## src/rtl/cpu_pkg.sv

```systemverilog
// Shared CS3220 pipeline definitions: PC/branch unit state encoding and core-wide widths.
package cpu_pkg;

  localparam int unsigned DATA_WIDTH = 32;
  localparam logic [31:0] RESET_PC   = 32'h0000_0040;

  typedef enum logic [1:0] {
    PCU_RUN   = 2'd0,
    PCU_FLUSH = 2'd1,
    PCU_HALT  = 2'd2
  } pcu_state_e;

endpackage

```

## src/rtl/pc_branch_unit_if.sv

```systemverilog
// Execute-stage control-flow bus between the pipeline and pc_branch_unit.
// Carries the stats counters when BRANCH_STATS_EN is defined.
interface pc_branch_unit_if #(
  parameter int unsigned DATA_WIDTH = 32
);

  logic                  stall;
  logic                  ex_valid;
  logic                  ex_is_branch;
  logic                  ex_is_jal;
  logic                  ex_is_halt;
  logic                  alu_compare;
  logic [DATA_WIDTH-1:0] ex_pc;
  logic [DATA_WIDTH-1:0] ex_imm;
  logic [DATA_WIDTH-1:0] ex_rs1;
  logic [DATA_WIDTH-1:0] pc;
  logic                  fetch_valid;
  logic                  flush;
  logic [DATA_WIDTH-1:0] link_addr;
  logic                  halted;
`ifdef BRANCH_STATS_EN
  logic [31:0]           stat_taken;
  logic [31:0]           stat_flush_cycles;

  modport master (
    output stall, ex_valid, ex_is_branch, ex_is_jal, ex_is_halt, alu_compare,
           ex_pc, ex_imm, ex_rs1,
    input  pc, fetch_valid, flush, link_addr, halted, stat_taken, stat_flush_cycles
  );

  modport slave (
    input  stall, ex_valid, ex_is_branch, ex_is_jal, ex_is_halt, alu_compare,
           ex_pc, ex_imm, ex_rs1,
    output pc, fetch_valid, flush, link_addr, halted, stat_taken, stat_flush_cycles
  );
`else
  modport master (
    output stall, ex_valid, ex_is_branch, ex_is_jal, ex_is_halt, alu_compare,
           ex_pc, ex_imm, ex_rs1,
    input  pc, fetch_valid, flush, link_addr, halted
  );

  modport slave (
    input  stall, ex_valid, ex_is_branch, ex_is_jal, ex_is_halt, alu_compare,
           ex_pc, ex_imm, ex_rs1,
    output pc, fetch_valid, flush, link_addr, halted
  );
`endif

endinterface

```

## src/rtl/pcu_target_calc.sv

```systemverilog
// Combinational redirect target and JAL link address.
// Branch: ex_pc + 4 + imm*4; JAL: rs1 + imm*4; targets are word-aligned.
module pcu_target_calc
  import cpu_pkg::*;
#(
  parameter int unsigned DATA_WIDTH = cpu_pkg::DATA_WIDTH
) (
  input  logic                  is_jal,
  input  logic [DATA_WIDTH-1:0] ex_pc,
  input  logic [DATA_WIDTH-1:0] ex_imm,
  input  logic [DATA_WIDTH-1:0] ex_rs1,
  output logic [DATA_WIDTH-1:0] target_c,
  output logic [DATA_WIDTH-1:0] link_c
);

  logic [DATA_WIDTH-1:0] offset;
  logic [DATA_WIDTH-1:0] br_sum;
  logic [DATA_WIDTH-1:0] jal_sum;
  logic [DATA_WIDTH-1:0] sel_sum;

  assign offset  = ex_imm << 2;
  assign link_c  = ex_pc + DATA_WIDTH'(4);
  assign br_sum  = link_c + offset;
  assign jal_sum = ex_rs1 + offset;
  assign sel_sum = is_jal ? jal_sum : br_sum;

  // JAL base may be unaligned; force the fetch target onto a word boundary
  assign target_c = {sel_sum[DATA_WIDTH-1:2], 2'b00};

endmodule

```

## src/rtl/pc_branch_unit.sv

```systemverilog
// Fetch PC register, branch/JAL redirect and timed flush, halt handling.
// Optional BRANCH_STATS_EN adds saturating taken-redirect and flush-cycle counters.
module pc_branch_unit
  import cpu_pkg::*;
#(
  parameter int unsigned           DATA_WIDTH  = cpu_pkg::DATA_WIDTH,
  parameter logic [DATA_WIDTH-1:0] RESET_PC    = DATA_WIDTH'(cpu_pkg::RESET_PC),
  parameter int unsigned           FLUSH_DEPTH = 2
) (
  input logic              clk,
  input logic              rst_n,
  pc_branch_unit_if.slave  bus
);

  localparam int unsigned CNT_W = 3;

  pcu_state_e            state_q, state_d;
  logic [DATA_WIDTH-1:0] pc_q, pc_d;
  logic [CNT_W-1:0]      cnt_q, cnt_d;
  logic                  flush_q, flush_d;
  logic                  halted_q, halted_d;
  logic                  fetch_valid_q, fetch_valid_d;
  logic [DATA_WIDTH-1:0] target_c;
  logic [DATA_WIDTH-1:0] link_c;

  pcu_target_calc #(.DATA_WIDTH(DATA_WIDTH)) u_target_calc (
    .is_jal   (bus.ex_is_jal),
    .ex_pc    (bus.ex_pc),
    .ex_imm   (bus.ex_imm),
    .ex_rs1   (bus.ex_rs1),
    .target_c (target_c),
    .link_c   (link_c)
  );

  always_ff @(posedge clk or negedge rst_n) begin
    if (!rst_n) begin
      state_q       <= PCU_RUN;
      pc_q          <= RESET_PC;
      cnt_q         <= '0;
      flush_q       <= 1'b0;
      halted_q      <= 1'b0;
      fetch_valid_q <= 1'b1;
    end else begin
      state_q       <= state_d;
      pc_q          <= pc_d;
      cnt_q         <= cnt_d;
      flush_q       <= flush_d;
      halted_q      <= halted_d;
      fetch_valid_q <= fetch_valid_d;
    end
  end

  // Execute inputs are only honoured in RUN; halt beats JAL beats branch
  always_comb begin
    state_d       = state_q;
    pc_d          = pc_q;
    cnt_d         = cnt_q;
    flush_d       = 1'b0;
    halted_d      = halted_q;
    fetch_valid_d = fetch_valid_q;
    case (state_q)
      PCU_RUN: begin
        if (bus.ex_valid && bus.ex_is_halt) begin
          state_d       = PCU_HALT;
          halted_d      = 1'b1;
          fetch_valid_d = 1'b0;
          flush_d       = 1'b1;
        end else if (bus.ex_valid &&
                     (bus.ex_is_jal || (bus.ex_is_branch && bus.alu_compare))) begin
          state_d = PCU_FLUSH;
          pc_d    = target_c;
          cnt_d   = CNT_W'(FLUSH_DEPTH);
          flush_d = 1'b1;
        end else if (!bus.stall) begin
          pc_d = pc_q + DATA_WIDTH'(4);
        end
      end
      PCU_FLUSH: begin
        if (!bus.stall) begin
          pc_d = pc_q + DATA_WIDTH'(4);
        end
        // Counter runs through stalls so the squash window stays fixed
        cnt_d = cnt_q - CNT_W'(1);
        if (cnt_q == CNT_W'(1)) begin
          state_d = PCU_RUN;
        end else begin
          flush_d = 1'b1;
        end
      end
      PCU_HALT: begin
        state_d = PCU_HALT;
      end
      default: begin
        state_d = PCU_RUN;
      end
    endcase
  end

  assign bus.pc          = pc_q;
  assign bus.flush       = flush_q;
  assign bus.halted      = halted_q;
  assign bus.fetch_valid = fetch_valid_q;
  assign bus.link_addr   = link_c;

`ifdef BRANCH_STATS_EN
  logic [31:0] stat_taken_q;
  logic [31:0] stat_flush_q;

  // A RUN->FLUSH transition is exactly one accepted redirect
  always_ff @(posedge clk or negedge rst_n) begin
    if (!rst_n) begin
      stat_taken_q <= '0;
      stat_flush_q <= '0;
    end else begin
      if (state_q == PCU_RUN && state_d == PCU_FLUSH && stat_taken_q != '1) begin
        stat_taken_q <= stat_taken_q + 32'd1;
      end
      if (flush_q && stat_flush_q != '1) begin
        stat_flush_q <= stat_flush_q + 32'd1;
      end
    end
  end

  assign bus.stat_taken        = stat_taken_q;
  assign bus.stat_flush_cycles = stat_flush_q;
`endif

endmodule

```

## src/flat_wrapper.sv

```systemverilog
// flat-port wrapper written by rule: the top's interface ports become plain ports
module pc_branch_unit_flat import cpu_pkg::*;
#(
  parameter int unsigned           DATA_WIDTH  = cpu_pkg::DATA_WIDTH,
  parameter logic [DATA_WIDTH-1:0] RESET_PC    = DATA_WIDTH'(cpu_pkg::RESET_PC),
  parameter int unsigned           FLUSH_DEPTH = 2
)
  (clk, rst_n, bus_stall, bus_ex_valid, bus_ex_is_branch, bus_ex_is_jal, bus_ex_is_halt, bus_alu_compare, bus_ex_pc, bus_ex_imm, bus_ex_rs1, bus_pc, bus_fetch_valid, bus_flush, bus_link_addr, bus_halted);
  pc_branch_unit_if #(.DATA_WIDTH(DATA_WIDTH)) bus_i ();
  input logic clk;
  input logic rst_n;
  input wire logic [$bits(bus_i.stall)-1:0] bus_stall;
  input wire logic [$bits(bus_i.ex_valid)-1:0] bus_ex_valid;
  input wire logic [$bits(bus_i.ex_is_branch)-1:0] bus_ex_is_branch;
  input wire logic [$bits(bus_i.ex_is_jal)-1:0] bus_ex_is_jal;
  input wire logic [$bits(bus_i.ex_is_halt)-1:0] bus_ex_is_halt;
  input wire logic [$bits(bus_i.alu_compare)-1:0] bus_alu_compare;
  input wire logic [$bits(bus_i.ex_pc)-1:0] bus_ex_pc;
  input wire logic [$bits(bus_i.ex_imm)-1:0] bus_ex_imm;
  input wire logic [$bits(bus_i.ex_rs1)-1:0] bus_ex_rs1;
  output wire logic [$bits(bus_i.pc)-1:0] bus_pc;
  output wire logic [$bits(bus_i.fetch_valid)-1:0] bus_fetch_valid;
  output wire logic [$bits(bus_i.flush)-1:0] bus_flush;
  output wire logic [$bits(bus_i.link_addr)-1:0] bus_link_addr;
  output wire logic [$bits(bus_i.halted)-1:0] bus_halted;
  assign bus_i.stall = bus_stall;
  assign bus_i.ex_valid = bus_ex_valid;
  assign bus_i.ex_is_branch = bus_ex_is_branch;
  assign bus_i.ex_is_jal = bus_ex_is_jal;
  assign bus_i.ex_is_halt = bus_ex_is_halt;
  assign bus_i.alu_compare = bus_alu_compare;
  assign bus_i.ex_pc = bus_ex_pc;
  assign bus_i.ex_imm = bus_ex_imm;
  assign bus_i.ex_rs1 = bus_ex_rs1;
  assign bus_pc = bus_i.pc;
  assign bus_fetch_valid = bus_i.fetch_valid;
  assign bus_flush = bus_i.flush;
  assign bus_link_addr = bus_i.link_addr;
  assign bus_halted = bus_i.halted;
  pc_branch_unit #(.DATA_WIDTH(DATA_WIDTH), .RESET_PC(RESET_PC), .FLUSH_DEPTH(FLUSH_DEPTH)) u_core (.clk(clk), .rst_n(rst_n), .bus(bus_i));
endmodule
```

## config.mk

```make
export PLATFORM = sky130hd
export DESIGN_NAME = pc_branch_unit_flat
export DESIGN_NICKNAME = d
export VERILOG_FILES = /design/src/rtl/cpu_pkg.sv /design/src/rtl/pc_branch_unit_if.sv /design/src/rtl/pcu_target_calc.sv /design/src/rtl/pc_branch_unit.sv /design/src/flat_wrapper.sv
export SDC_FILE = /design/constraint.sdc
export NUM_CORES = 1
export LEC_CHECK = 0
export ABC_CLOCK_PERIOD_IN_PS = 3280
export BUFFER_PORTS_ARGS = -buffer_cell sky130_fd_sc_hd__buf_2
export CORE_ASPECT_RATIO = 1.1
export CORE_MARGIN = 8
export CORE_UTILIZATION = 45
export DETAILED_ROUTE_END_ITERATION = 12
export PLACE_DENSITY = 0.73
export SETUP_SLACK_MARGIN = 0.1
export SLEW_MARGIN = 30
export SYNTH_ARGS = -nofsm -noshare
export SYNTH_HDL_FRONTEND = slang
export SYNTH_SLANG_ARGS = --single-unit
```

## constraint.sdc

```tcl
create_clock -name clk -period 3.28 [get_ports clk]
set_clock_uncertainty 0.1 [all_clocks]
set_input_delay 0.164 -clock clk [delete_from_list [all_inputs] [get_ports clk]]
set_output_delay 0.164 -clock clk [all_outputs]
set_load 0.03 [all_outputs]
```

# Yosys cells after proc, flatten, opt, wreduce, memory -nomap -nowiden
# Cells that the tools add are included.
# W data, S select, Z words.
# op_classes
div	0
n_shift	0
mux	16
n_mul	0
order_cmp	0
eq_ne	7
bitwise	0
n_reduce_logical	10
add_sub_neg	5
# op_table
op	count
$mux W32	4
$add A32 B3 Y32 const B	2
$add A32 B32 Y32	2
$pmux W32 S2	1
$mux W2	3
$mux W3	2
$pmux W2 S3	1
$pmux W3 S2	1
$reduce_and A2 Y1	3
$ne A2 B1 Y1 const B	2
$eq A3 B1 Y1 const B	1
$logic_and A1 B1 Y1	3
$mux W1	3
$ne A3 B1 Y1 const B	1
$reduce_and A3 Y1	1
$sub A3 B1 Y3 const B	1
$eq A2 B1 Y1 const B	1
$eq A2 B2 Y1 const B	1
$logic_not A2 Y1	1
$ne A2 B2 Y1 const B	1
$pmux W1 S2	1
$reduce_bool A2 Y1	1
$logic_or A1 B1 Y1	1
# totals
memories	0
input_bits	104
out_inout_bits	67
latch_bits	0
regBits	40
ramBits	0
romBits	0

# Logic depth before layout (Yosys ltp)
# Gate-level depths: netlist (run 1).
# logic_depth
ltp_word	6
ltp_mapped	17
ltp_nobuf	16

# By module
# From an unflattened synthesis (run 1), not the netlist that was laid out.
# hier_totals
cells_unflattened	643
hier_area_um2	5007.3
# modules_own_cells
module	n_inst	cells_per_inst	seq_area_each_um2	area_each_um2
pcu_target_calc	1	366	0.0	2592.5
pc_branch_unit	1	277	1003.5	2414.8

# Worst setup path before layout (run 1)
# Ideal clock, no wire load.
# synth_timing
path_type	input port to flip-flop
startpoint	in bus_ex_pc[9]
endpoint	reg u_core.pc_q[28], in the netlist u_core.bus.pc[28]
required_time_ns	3.093
path_buffers	0
path_stages	15
path_slack_ns	-0.498
arrival_ns	3.591
cell_sequence	and4_1 and3_1 and3_1 nand3_1 xnor2_1 mux2_2 ha_1 inv_1 o21bai_1 a21oi_1 or4b_2 o21ai_1 o2111ai_1 o41a_1 o211ai_1
# synth_via
elab_chain_cells	6
# synth_rtl
item	line	rtl
start, declared	flat_wrapper.sv:18	input wire logic [$bits(bus_i.ex_pc)-1:0] bus_ex_pc;
$add A32 B3 Y32	pcu_target_calc.sv:22	assign link_c = ex_pc + DATA_WIDTH'(4);
via bus_link_addr[18]	flat_wrapper.sv:24	output wire logic [$bits(bus_i.link_addr)-1:0] bus_link_addr;
$add A32 B32 Y32	pcu_target_calc.sv:23	assign br_sum = link_c + offset;
$mux W32	pcu_target_calc.sv:25	assign sel_sum = is_jal ? jal_sum : br_sum;
$mux W32	pc_branch_unit.sv:68	end else if (bus.ex_valid &&
$mux W32	pc_branch_unit.sv:63	if (bus.ex_valid && bus.ex_is_halt) begin
$pmux W32 S2	pc_branch_unit.sv:61	case (state_q)
end signal, assigned	pc_branch_unit.sv:45	pc_q <= pc_d;
end, declared	pc_branch_unit.sv:18	logic [DATA_WIDTH-1:0] pc_q, pc_d;
# The timed path passes the listed nets, and every way through them passes these cells. The select of a mux whose other input is x is not followed.
# A chain may end at the register's enable or synchronous reset.

# Final worst setup path (run 1)
# layout_timing
startpoint	in bus_ex_pc[4]
endpoint	reg u_core.pc_q[23], in the netlist u_core.bus.pc[23]
# layout_via
elab_chain_cells	6
# layout_rtl
item	line
$add A32 B3 Y32	pcu_target_calc.sv:22
$add A32 B32 Y32	pcu_target_calc.sv:23
$mux W32	pcu_target_calc.sv:25
$mux W32	pc_branch_unit.sv:68
$mux W32	pc_branch_unit.sv:63
$pmux W32 S2	pc_branch_unit.sv:61
# No other way between the ends. The select of a mux whose other input is x is not followed.

==> run metrics, run 1 <==
CP Depth 16; initial antenna violation count 0; total global routing track utilization 0.226; worst relative slew slack 0.632; commonest cells after routing, fill and taps aside sky130_fd_sc_hd__buf_2, sky130_fd_sc_hd__buf_4, sky130_fd_sc_hd__a21oi_1, sky130_fd_sc_hd__nand2_1, sky130_fd_sc_hd__o21ai_0; commonest register cell after synthesis sky130_fd_sc_hd__dfrtp_1; type of the tightest min-delay check input port to flop; antenna diode count 0; upper clock frequency limit ~0.32 GHz; core box area approximately 10000 sq um; worst hold path stage count 4; sink count of the clock tree 38; Static Leak ~3 nW; switching power share of the total 0.490; crit-path max cell delay just over 0.3 ns; combinational share of power 0.563; most used cell, CP sky130_fd_sc_hd__and3_4; vias in the first global route 5630; design internal power 1.62 mW; Horiz. Die Dim around 110 um; start-to-end type of the worst setup path input port to flop; H-tree Lvls 2; Switching Power 1.56 mW; number of buffer and inverter instances along the worst setup path 1; number of failing hold endpoints at the final stage 0; FP Rows 39; relative contribution of the clock network to total power 0.147; ports placed on the boundary between 150 and 200; library cells used by synthesis 65; share of post-route cells with drive strength above 1 0.382; crit path time final about 3.1 ns; DRT antenna net count 0; routability-driven placement congestion ratio approximately 0.9; TritonCTS clock tree built; insertion delay to the later sink of the worst-skew pair 0.29 ns; global route overflow 0; yosys synthesis warning count 0; unrepaired setup endpoints after global routing yes; endpoint arrival time on the critical path 3.17 ns; count of TritonRoute iterations in the first routing pass 5; synthesized instance count approximately 630; DRT iter0 DRCs about 330; status completed; maximum number of pins on one net before global-route repair 39; Detailed Place HPWL around 13 mm; initial core utilization 0.462; crit-path cells buf_2, and4_4, and3_4, and3_4, nand3_2, xnor2_4, mux2_2, ha_4, a21o_1, o21bai_2, nor2_1, a31oi_2, a211o_1, a21oi_2, xor2_1, o21ai_0; cell with the biggest individual delay on the critical path sky130_fd_sc_hd__a211o_1; fraction of registers with async set/reset 1.00; most common cell after layout, fill and taps aside sky130_fd_sc_hd__buf_2; post-CTS clock slew at the launch and capture registers of the worst setup and hold paths roughly 0.060 ns; cell depth of the worst flop-to-flop path 9; Vias/cell about 5.6; vias after detailed routing between 5000 and 6000; DR WL/cell roughly 17 um; average cell area after synthesis 7.54 sq um; delay-heaviest family, CP compound AO/OA/AOI/OAI gates; critical path endpoint category flop; Syn-to-layout area delta 38.7%; CTS Root Buffer Type sky130_fd_sc_hd__clkbuf_16; Setup crit start kind input port; number of max-capacitance violations reported 0; number of buffers added on ports between 150 and 200; highest fanout seen on the critical path 4; final setup violating endpoints 0; CP Data Required Time 3.33 ns; part of the power in registers 0.290; peak ir drop on the vdd network 0.316 mV; cts bufs inserted 5; summed instance area of the synthesized netlist 4780 sq um; Total Wirelength approximately 16 mm; Post-synth EDFFs 0; worst-margin pin slew roughly 0.55 ns; portion of the post-synthesis area used by sequential elements 0.200; pins over their slew limit 0; P per Cell Area roughly 480 nW/um^2; number of buffers between clock root and the deepest sink 2; wire length of the first global-routing pass 26.2 mm; Seq cells post-synth 38; Final #Nets just under 1000; accumulated negative setup slack 0 ns; final worst-path cycle share 0.949; core utilization of the finished layout 0.640; Die Y-Extent between 100 and 150 um; final routed DRC violation total 0; area of the die about 14000 sq um
-- repair_timing --
item                                   in CTS  in global routing
gates resized for setup                     0                 20
setup endpoints to repair                   0                 13
hold buffers                                1                  0
endpoints found under the hold margin      36                  0
setup buffers                               0                  2
-- sequential cells by signal (all words and copies together) (netlist names) --
signal                  count
u_core.bus.halted           1
u_core.state_q              2
u_core.bus.pc              30
u_core.bus.fetch_valid      1
u_core.cnt_q                3
u_core.bus.flush            1
-- layout make-up --
cell class	instances	area (sq um)
clock buffer	6	129
clock inverter	2	10.0
fill	932	3720
inverter	18	67.6
multi-input combinational	551	3950
sequential	38	953
tap	143	179
timing repair buffer	227	1330
-- kinds of logic after synthesis --
group,share of synthesized area
simple gates,0.248
compound gates,0.244
xor+xnor,0.0899
buf+inv,0.0388
flops,0.200
fa+ha+maj,0.0985
mux,0.0796
other cells,0.000785
-- metrics by stage --
step / hold slack (ns) / power, mW / worst slack, ns / cell area (sq um) / instances
6_report: 0.110 / 3.18 / 0.167 / 6620 / 985
5_1_grt: 0.134 / 3.41 / -0.00901 / 6620 / 985
4_1_cts: 0.118 / 3.15 / 0.136 / 6520 / 983
3_5_place_dp: 0.227 / 2.67 / -0.130 / 6370 / 974
3_3_place_gp: 0.222 / 2.62 / -0.0680 / 6370 / 974
2_1_floorplan: -0.232 / 2.03 / 0.0379 / 5010 / 634
-- layer usage --
| metal | global-route usage | wire [um] | vias to the layer above |
|---|---|---|---|
| met5 | 0 | 0 | - |
| met4 | 0.0666 | 238 | 0 |
| met3 | 0.0398 | 994 | 19 |
| met2 | 0.398 | 7990 | 193 |
| met1 | 0.276 | 7110 | 2585 |
| li1 | - | - | 2745 |
-- worst min-delay path, cell delays in order --
cell and delay [ns]:
sky130_fd_sc_hd__buf_2 0.09, sky130_fd_sc_hd__nor3_1 0.04, sky130_fd_sc_hd__a21oi_1 0.11, sky130_fd_sc_hd__nor2_1 0.05
-- cells in the mapped netlist (3+ instances only) --
library cell | n | area share
sky130_fd_sc_hd__xor2_1 | 17 | 0.031
sky130_fd_sc_hd__nor4_1 | 4 | 0.0052
sky130_fd_sc_hd__a21o_1 | 12 | 0.019
sky130_fd_sc_hd__clkbuf_1 | 20 | 0.016
sky130_fd_sc_hd__a211oi_1 | 8 | 0.013
sky130_fd_sc_hd__o21ai_0 | 54 | 0.057
sky130_fd_sc_hd__nor2b_1 | 5 | 0.0065
sky130_fd_sc_hd__nand3_1 | 29 | 0.030
sky130_fd_sc_hd__buf_4 | 4 | 0.0063
sky130_fd_sc_hd__o2111ai_1 | 3 | 0.0055
sky130_fd_sc_hd__and3_1 | 16 | 0.021
sky130_fd_sc_hd__a21oi_1 | 68 | 0.071
sky130_fd_sc_hd__inv_1 | 18 | 0.014
sky130_fd_sc_hd__or3_1 | 3 | 0.0039
sky130_fd_sc_hd__dfrtp_1 | 36 | 0.19
sky130_fd_sc_hd__nor2_1 | 46 | 0.036
sky130_fd_sc_hd__and2_1 | 5 | 0.0065
sky130_fd_sc_hd__or2_2 | 6 | 0.0079
sky130_fd_sc_hd__mux2_2 | 28 | 0.066
sky130_fd_sc_hd__mux2i_1 | 5 | 0.010
sky130_fd_sc_hd__nand2b_1 | 4 | 0.0052
sky130_fd_sc_hd__ha_1 | 36 | 0.094
sky130_fd_sc_hd__o211ai_1 | 5 | 0.0079
sky130_fd_sc_hd__o21bai_1 | 9 | 0.014
sky130_fd_sc_hd__xnor2_1 | 32 | 0.059
sky130_fd_sc_hd__nand2_1 | 63 | 0.050
sky130_fd_sc_hd__o22ai_1 | 6 | 0.0079
sky130_fd_sc_hd__nand4_1 | 13 | 0.017
sky130_fd_sc_hd__and4_1 | 5 | 0.0092
sky130_fd_sc_hd__a31oi_1 | 7 | 0.0092
sky130_fd_sc_hd__nor3_1 | 24 | 0.025
-- worst paths after layout --
check                                   from                endpoint  slack, ns
max in group asynchronous              rst_n  u_core.bus.fetch_valid       2.44
setup reg to reg            u_core.bus.pc[2]       u_core.bus.pc[30]       0.49
hold reg to reg            u_core.bus.halted       u_core.bus.halted       0.36
setup / recovery                bus_ex_pc[4]       u_core.bus.pc[23]       0.17
hold / removal                bus_ex_is_halt       u_core.state_q[0]       0.11
min in group asynchronous              rst_n        u_core.bus.pc[5]       0.29
-- power by group through the flow --
| stage | clock (mW) | sequential (mW) | combinational [mW] |
|---|---|---|---|
| floorplan | 0 | 1.22 | 0.812 |
| global placement | 0 | 0.908 | 1.72 |
| detailed placement | 0 | 0.919 | 1.76 |
| CTS | 0.473 | 0.914 | 1.76 |
| global route | 0.493 | 0.962 | 1.95 |
| finish | 0.468 | 0.921 | 1.79 |
No activity file was read; power rests on OpenSTA's default activity.
==> run 2, diff against run 1 <==
--- a/config.mk
+++ b/config.mk
@@ -5,13 +5,14 @@
 export SDC_FILE = /design/constraint.sdc
 export NUM_CORES = 1
 export LEC_CHECK = 0
+export ABC_AREA = 1
 export ABC_CLOCK_PERIOD_IN_PS = 3280
 export BUFFER_PORTS_ARGS = -buffer_cell sky130_fd_sc_hd__buf_2
 export CORE_ASPECT_RATIO = 1.1
 export CORE_MARGIN = 8
 export CORE_UTILIZATION = 45
 export DETAILED_ROUTE_END_ITERATION = 12
-export PLACE_DENSITY = 0.73
+export PLACE_DENSITY = 0.71
 export SETUP_SLACK_MARGIN = 0.1
 export SLEW_MARGIN = 30
 export SYNTH_ARGS = -nofsm -noshare
==> run 2 against run 1 <==
Count of clock-buffer cells in the layout is 1 lower. Critical path depth up 3. Utilization shrank 7.8 points. Final area rose by 6.8%. Total power rose by 28%. Die area grew 18%. Worst setup slack improved by 0.16 ns. Hold slack got worse by 0.022 ns. Critical path type unchanged.
==> run metrics, run 2 <==
endpoint arrival time on the critical path 3.03 ns (-0.14 ns); commonest cells after routing, fill and taps aside sky130_fd_sc_hd__nand2_1, sky130_fd_sc_hd__buf_2, sky130_fd_sc_hd__inv_1, sky130_fd_sc_hd__nor2_1, sky130_fd_sc_hd__nand3_1; met3 layer wire length in the routed design 1.56 mm (+57%); number of max-capacitance violations reported 0 (unchanged); P per Cell Area 576 nW/um^2 (+20%); critical path endpoint category flop; post-synth top area share 0.202 (+0.0134); largest area contributor in the netlist sky130_fd_sc_hd__nand2_1; DRT antenna net count 0 (unchanged); multi-input gate area in the final layout 4280 sq um (+8.2%); max reg flops 30 (unchanged); count of TritonRoute iterations in the first routing pass 5 (unchanged); detailed-routing wirelength on met1 8.95 mm (+26%); Final #Nets 1304 (+33%); Static Leak 3.71 nW (+23%); post-CTS clock slew at the launch and capture registers of the worst setup and hold paths 0.06 ns (about the same); total global routing track utilization 0.236 (+0.0108); final worst-path cycle share 0.901 (-0.0484); peak ir drop on the vdd network 0.528 mV (+67%); status completed; Seq cells post-synth 38 (unchanged); Met2 Routed Length 8.89 mm (+11%); number of buffers between clock root and the deepest sink 2 (unchanged); filler instances 1335 (+43%); Detailed Place HPWL 16.2 mm (+23%); FP Rows 43 (+10%); Post-synth EDFFs 0 (unchanged); placed insts 1310 (+34%); start-to-end type of the worst setup path input port to flop; TritonCTS clock tree built; Commonest cells post-synth sky130_fd_sc_hd__nand2_1, sky130_fd_sc_hd__inv_1, sky130_fd_sc_hd__nor2_1, sky130_fd_sc_hd__nand3_1, sky130_fd_sc_hd__a21oi_1; share of post-route cells with drive strength above 1 0.223 (-0.159); fraction of registers with async set/reset 1.00 (unchanged); CTS Root Buffer Type sky130_fd_sc_hd__clkbuf_16; number of failing hold endpoints at the final stage 0 (unchanged); maximum number of pins on one net before global-route repair 45 (+15%); area of the die 16700 sq um (+18%); CP Data Required Time 3.36 ns (+0.03 ns); routability-driven placement congestion ratio 0.904 (-2.2%); pins over their slew limit 0 (unchanged); most common cell after layout, fill and taps aside sky130_fd_sc_hd__nand2_1; Seq. cell area 953 sq um (unchanged); count of non-filler cells in the finished layout 1321 (+34%); wire length of the first global-routing pass 32.3 mm (+23%); Setup crit start kind input port; most numerous cell in the Yosys netlist sky130_fd_sc_hd__nand2_1; Total Wirelength 19.7 mm (+21%); commonest register cell after synthesis sky130_fd_sc_hd__dfrtp_1; worst setup slack before clock tree synthesis 0.0232 ns (+0.154 ns); final routed DRC violation total 0 (unchanged); portion of the post-synthesis area used by sequential elements 0.165 (-0.0346); Vias/cell 5.21 (-7.4%); Syn-to-layout area delta 22.4%; accumulated negative setup slack 0 ns (unchanged); library cells used by synthesis 52 (-20%); average cell area after synthesis 5.77 sq um (-23%); worst relative slew slack 0.640 (+0.00796); global route overflow 0 (unchanged); top routing layer used met4; antenna diode count 0 (unchanged); crit path time final 2.95 ns (-0.159 ns); insertion delay to the later sink of the worst-skew pair 0.29 ns (about the same); type of the tightest min-delay check input port to flop; worst-margin pin slew 0.535 ns (-0.0125 ns); yosys synthesis warning count 0 (unchanged); DR WL/cell 14.9 um (-10%); number of buffers added on ports 160 (unchanged); sink count of the clock tree 38 (unchanged); core box area 12600 sq um (+22%); Horiz. Die Dim 124 um (+8.6%); ports placed on the boundary 171 (unchanged); final setup violating endpoints 0 (unchanged); DRT iter0 DRCs 617 (+90%); summed instance area of the synthesized netlist 5780 sq um (+21%); cts bufs inserted 5 (unchanged); synthesized instance count 1001 (+58%); H-tree Lvls 2 (unchanged); vias in the first global route 6788 (+21%); Die Y-Extent 135 um (+8.7%); synth top area cells sky130_fd_sc_hd__nand2_1, sky130_fd_sc_hd__dfrtp_1, sky130_fd_sc_hd__inv_1, sky130_fd_sc_hd__ha_1, sky130_fd_sc_hd__nand3_1; highest fanout seen on the critical path 5 (+1); final setup slack of the worst path 0.326 ns (+0.159 ns); initial antenna violation count 0 (unchanged); initial core utilization 0.459 (-0.00270); unrepaired setup endpoints after global routing yes; upper clock frequency limit 0.338 GHz (+5.4%); final design instance area without fill 7070 sq um (+6.8%); total design power 4.07 mW (+28%); instance area at placement 6760 sq um (+6.2%); vias after detailed routing 6886 (+24%)
## run 2: cell count changes in the layout (fill, tap and decap cells not counted), moves of 10 or more
cell                      delta
sky130_fd_sc_hd__o21ai_0    +10
sky130_fd_sc_hd__mux2_2     -27
sky130_fd_sc_hd__and3_1     -12
sky130_fd_sc_hd__nand3_1    +55
sky130_fd_sc_hd__nor2_1     +42
sky130_fd_sc_hd__inv_1     +116
sky130_fd_sc_hd__a21o_1     -10
sky130_fd_sc_hd__o21ai_1    +10
sky130_fd_sc_hd__nand2_1   +249
sky130_fd_sc_hd__xnor2_1    -21
sky130_fd_sc_hd__nor2_2     +12
sky130_fd_sc_hd__buf_4      -51
## run 2: kinds of logic after synthesis
group / after synthesis / synth area share
simple gates: 576 / 0.451
compound gates: 163 / 0.155
buf+inv: 163 / 0.111
flops: 38 / 0.165
fa+ha+maj: 37 / 0.0814
xor+xnor: 23 / 0.0362
other cells: 1 / 0.000649
## run 2: what timing repair did
action	in CTS	in global routing
setup endpoints to repair	0	12
resized for setup	0	27
endpoints found under the hold margin	37	0
hold buffers	2	0
buffers inserted	0	1
## run 2: final cells by class
cell class	count	share of cell area
clock buffers	5	0.0177
clock inverters	3	0.00973
inverters	142	0.0755
multi-input cells	801	0.604
flip-flops and latches	38	0.135
well taps	157	0.0278
repair buffers	175	0.130
## run 2: report_power, final
part	switching [mW]	internal, mW	leakage [nW]
Clock	0.203	0.437	0.0940
Combinational	1.65	0.766	3.17
Sequential	0.322	0.695	0.448
Total	2.17	1.90	3.71
## run 2: worst paths after layout
| path | start | slack [ns] | end | cells past startpoint |
|---|---|---|---|---|
| max | bus_ex_pc[2] | 0.33 | u_core.bus.pc[26] | 19 |
| max reg2reg | u_core.state_q[1] | 0.88 | u_core.bus.pc[31] | 8 |
| min in group asynchronous | rst_n | 0.29 | u_core.bus.halted | 2 |
| max in group asynchronous | rst_n | 2.43 | u_core.bus.fetch_valid | 2 |
| min | bus_ex_valid | 0.09 | u_core.bus.flush | 3 |
| min reg2reg | u_core.bus.fetch_valid | 0.34 | u_core.bus.fetch_valid | 2 |
## run 2: stage by stage
| step | hold slack [ns] | utilization |
|---|---|---|
| after detailed placement | 0.228 | 0.537 |
| after global placement | 0.228 | 0.537 |
| after global routing | 0.113 | 0.562 |
| after CTS | 0.0850 | 0.554 |
| after floorplan | -0.232 | - |
| final | 0.0883 | 0.562 |
## run 2: worst max-delay path: stages
cell	delay, ns
sky130_fd_sc_hd__buf_2	0.10
sky130_fd_sc_hd__inv_1	0.07
sky130_fd_sc_hd__nor2_4	0.19
sky130_fd_sc_hd__nand2_2	0.11
sky130_fd_sc_hd__nor2_4	0.12
sky130_fd_sc_hd__nand4_1	0.22
sky130_fd_sc_hd__nor4_2	0.34
sky130_fd_sc_hd__xor2_1	0.21
sky130_fd_sc_hd__o21ai_1	0.11
sky130_fd_sc_hd__ha_1	0.31
sky130_fd_sc_hd__nand2_1	0.09
sky130_fd_sc_hd__nor2_1	0.18
sky130_fd_sc_hd__nand2_1	0.13
sky130_fd_sc_hd__nor4_2	0.15
sky130_fd_sc_hd__nand2_1	0.14
sky130_fd_sc_hd__nand4_1	0.12
sky130_fd_sc_hd__nand3_1	0.12
sky130_fd_sc_hd__nand3_1	0.10
sky130_fd_sc_hd__nand2_1	0.05
## run 2: routing by layer
metal  vias up  track usage
met5         -            0
met4         0       0.0543
met3        24       0.0472
met2       251        0.390
met1      3045        0.308
li1       3566            -
